<file path="config.mk">
export PLATFORM = sky130hd
export DESIGN_NAME = booth_mult_ctrl
export DESIGN_NICKNAME = d
export VERILOG_FILES = /design/src/rtl/booth_mult_ctrl.sv
export SDC_FILE = /design/constraint.sdc
export NUM_CORES = 1
export LEC_CHECK = 0
export CAP_MARGIN = 20
export CORE_MARGIN = 3
export CORE_UTILIZATION = 43
export DETAILED_ROUTE_END_ITERATION = 10
export PLACE_DENSITY_LB_ADDON = 0.12
export SLEW_MARGIN = 15
export SYNTH_ARGS = -nofsm -noshare
export SYNTH_HDL_FRONTEND = slang
export SYNTH_SLANG_ARGS = --single-unit
export TNS_END_PERCENT = 30
</file>
<file path="constraint.sdc">
create_clock -name clk -period 1.6 [get_ports clk]
set_input_delay 0.32 -clock clk [delete_from_list [all_inputs] [get_ports clk]]
set_output_delay 0.32 -clock clk [all_outputs]
set_load 0.005 [all_outputs]
</file>
<file path="src/rtl/booth_mult_ctrl.sv">
// booth_mult_ctrl: radix-2 Booth sequencer driving the multiplicador datapath.
// Define MULT_CTRL_ABORT_EN to add an abort input that drops any run back to IDLE.
module booth_mult_ctrl #(
  parameter int N = 8
) (
  input  logic       clk,
  input  logic       rst,
  input  logic       start,
  input  logic [1:0] Q_LSB,
`ifdef MULT_CTRL_ABORT_EN
  input  logic       abort,
`endif
  output logic [4:0] mult_control,
  output logic       busy,
  output logic       done
);

  localparam int CW = $clog2(N + 1);

  typedef enum logic [2:0] {
    IDLE,
    LOAD,
    CHECK,
    ADD,
    SHIFT,
    DONE
  } state_t;

  state_t        state_q, state_d;
  logic [CW-1:0] cnt_q, cnt_d;
  logic          op_q, op_d;

  logic load_a;
  logic load_b;
  logic load_add;
  logic shift_hq;

  always_ff @(posedge clk) begin
    if (!rst) begin
      state_q <= IDLE;
      cnt_q   <= '0;
      op_q    <= 1'b0;
    end else begin
      state_q <= state_d;
      cnt_q   <= cnt_d;
      op_q    <= op_d;
    end
  end

  always_comb begin
    state_d = state_q;
    cnt_d   = cnt_q;
    op_d    = op_q;
    unique case (state_q)
      IDLE: begin
        if (start) state_d = LOAD;
      end
      LOAD: begin
        cnt_d   = CW'(N);
        state_d = CHECK;
      end
      CHECK: begin
        unique case (1'b1)
          (Q_LSB == 2'b01): begin
            op_d    = 1'b1;
            state_d = ADD;
          end
          (Q_LSB == 2'b10): begin
            op_d    = 1'b0;
            state_d = ADD;
          end
          default: state_d = SHIFT;
        endcase
      end
      ADD: begin
        state_d = SHIFT;
      end
      SHIFT: begin
        cnt_d   = cnt_q - CW'(1);
        state_d = (cnt_q == CW'(1)) ? DONE : CHECK;
      end
      DONE: begin
        // op is cleared on the way out so IDLE shows an all-zero bus
        state_d = IDLE;
        op_d    = 1'b0;
      end
      default: begin
        state_d = IDLE;
        cnt_d   = '0;
        op_d    = 1'b0;
      end
    endcase
`ifdef MULT_CTRL_ABORT_EN
    if (abort && state_q != IDLE) begin
      state_d = IDLE;
      cnt_d   = '0;
      op_d    = 1'b0;
    end
`endif
  end

  always_comb begin
    load_a   = 1'b0;
    load_b   = 1'b0;
    load_add = 1'b0;
    shift_hq = 1'b0;
    busy     = 1'b1;
    done     = 1'b0;
    unique case (state_q)
      IDLE:    busy = 1'b0;
      LOAD: begin
        load_a = 1'b1;
        load_b = 1'b1;
      end
      CHECK:   ;
      ADD:     load_add = 1'b1;
      SHIFT:   shift_hq = 1'b1;
      DONE:    done = 1'b1;
      default: busy = 1'b0;
    endcase
  end

  assign mult_control = {load_a, load_b, load_add, shift_hq, op_q};

endmodule

</file>
==> results of run 1 <==
## layout by cell type, fill, tap and decap left out, types with 2 or more instances in the layout
master,instances
buf_4,10
clkdlybuf4s50_1,7
a21oi_1,6
inv_1,5
dfxtp_1,5
nor3b_1,3
ha_1,3
clkbuf_4,3
and2_1,2
nand2b_1,2
nor2_1,2
o21ai_0,2
nand3_1,2
nor3_1,2
nor2b_1,2
nand2_1,2
dlymetal6s2s_1,2
dfxtp_2,2
## power groups by stage
stage               Sequential, W  Combinational, W  Clock [W]
floorplan                0.000227          0.000118          0
finish                   0.000236          0.000195   0.000159
global route             0.000239          0.000217   0.000176
global placement         0.000235          0.000185          0
CTS                      0.000234          0.000187   0.000172
detailed placement       0.000235          0.000186          0
## through the flow
| stage | utilization (%) | instance area, sq um | power (W) | TNS (ns) |
|---|---|---|---|---|
| 2_1_floorplan | - | 561 | 0.000345 | 0 |
| 3_3_place_gp | 61.6 | 722 | 0.000420 | -0.305 |
| 3_5_place_dp | 61.6 | 722 | 0.000421 | -0.380 |
| 4_1_cts | 65.0 | 761 | 0.000593 | -0.636 |
| 5_1_grt | 67.1 | 786 | 0.000633 | -0.466 |
| 6_report | 67.1 | 786 | 0.000589 | -0.213 |
## metal layers
metal,GRT usage (%),vias up,share of wire (%)
li1,-,273,-
met1,21.1,226,52
met2,23.8,13,41
met3,7.73,2,5.3
met5,0,-,0
met4,9.32,0,0.99
## what timing repair did
item | 4_1_cts | 5_1_grt
setup buffers | 0 | 0
gates resized for setup | 9 | 7
endpoints found under the setup margin | 6 | 6
## final cells by class
type / count / area, sq um
clock buffer: 3 / 22.5
multi-input combinational: 47 / 352
timing repair buffer: 22 / 209
tap: 14 / 17.5
inverter: 5 / 18.8
fill: 109 / 385
sequential: 8 / 166
## path summary, 6_finish.rpt
| path | from | to | slack [ns] | cells past startpoint |
|---|---|---|---|---|
| worst max-delay path | state_q[0] | mult_control[3] | -0.12 | 2 |
| worst min-delay path | cnt_q[3] | cnt_q[3] | 0.53 | 2 |
| worst max register to register | cnt_q[1] | cnt_q[3] | 0.07 | 3 |
| worst min register to register | cnt_q[3] | cnt_q[3] | 0.53 | 2 |
## tightest hold or removal path: stages, from the launching register on
cell and delay (ns):
dfxtp_1 0.33, nand3_1 0.08, a31oi_1 0.07
## flip-flops by register name, indices dropped and copies added, names as in the netlist
name and cells:
cnt_q 4, op_q 1, state_q 3
## cells by family after synthesis
group / after synthesis / synth area share [%]
AND/OR/NAND/NOR: 27 / 30.6
AO/OA/AOI/OAI: 16 / 18.3
buffers and inverters: 14 / 14.3
flip-flops: 8 / 28.6
adder cells (fa/ha/maj): 3 / 6.70
XOR/XNOR: 1 / 1.56
==> metrics, run 1 <==
largest net degree at the start of global routing 15; Final period util 107%; Post-synth ARST share 0%; DRT Pass-1 Iters 4; core box area 0.00117 sq mm; final net count 95; Post-synth EDFFs 0; slowest CP cell clkdlybuf4s50_1; startpoint types flip-flop; post-route antenna net violation count 0; Psw 0.000172 W; Non-Filler Instances 99; cell family contributing the most delay on the critical path buffers and inverters; final setup vio count 2; Num CTS Buffers 3; Worst-path clk slew 0.06 ns; DIE AREA 0.00177 sq mm; HP Class reg2reg; initial antenna violation count 0; drt total wl 1220 um; Bufs on Longest Clock Path 2; Crit. End Element output pin; starting density of the core 47.9%; cts hold-fix bufs 0; Rel. slew slack 78.5%; Worst Tran Pin Value 0.322 ns; synth-to-layout area growth 40.2%; total nets after synthesis 77; RePlAce Congestion 0.723; n_diodes 0; std cell rows 12; Final min period 1.72 ns; final setup margin -0.119 ns; worst path required time 1.28 ns; port buffer count 11; DIE HEIGHT 42.1 um; hold slack 0.531 ns; switching portion of total power 29.2%; Remaining DRCs 0; area share of the leading cell type in the synthesized netlist 28.6%; fraction of layout instances using a drive strength above 1 28.2%; clk sinks 8; routed length per instance 12.3 um; internal power 0.000417 W; CP Max Fanout 6; synth warn 0; Clk pwr share 26.9%; RSZ-0062 raised after global routing yes; Mapped Cells 69; maximum vdd drop 0.000509 V; register area share after synthesis 28.6%; Die X-Extent 42.1 um; post-synth cell types 31; io pins 12; total track usage 16.9%; Critical Path AT 1.40 ns; clk_lat worst skew 0.25 ns; critical path class reg2out; Worst Path Buf+Inv 1; failing checks negative setup slack; list of most frequent post-synthesis cells 8 x dfxtp_1, 6 x a21oi_1, 5 x buf_4, 5 x inv_1, 5 x nor3b_1; Hold Violations, Final 0; area leader, netlist dfxtp_1; CP max stage delay 0.53 ns; dpl cells 96; via count 514; share of power burned in registers 40.0%; fmax 582 MHz; most frequent cell after synthesis dfxtp_1; worst slack, placed -0.133 ns; Mapped Area 561 sq um; average size of a mapped cell 8.12 sq um; pwr/cell area 750 mW/mm^2; grt total ovfl 0; hpwl dp 865 um; CTS tree yes; final setup skew 0.0000936 ns; initial DRC count 10; static leakage 0.347 nW; outcome finished with violations; dominant synthesized flop cell dfxtp_1; synthesized flop and latch total 8; vias in the first global route 495; Comb pwr share 33.1%; cells along the critical path nor3b_4 -> clkdlybuf4s50_1; Via density 5.19; CTS Root Cell clkbuf_4; first-pass GRT wire length 2220 um; Pins Over Slew Limit 0; max-cap violations 0; # H-tree levels 1; synth top area cells dfxtp_1 29%, buf_4 6.7%, ha_1 6.7%
Note: power is estimated with default switching activity, not from simulation.
==> inputs of run 2 (changes only) <==
- ABC_CLOCK_PERIOD_IN_PS: not set -> 1600
==> results of run 2 <==
The final DEF is identical to that of run 1; final timing and power are the same.
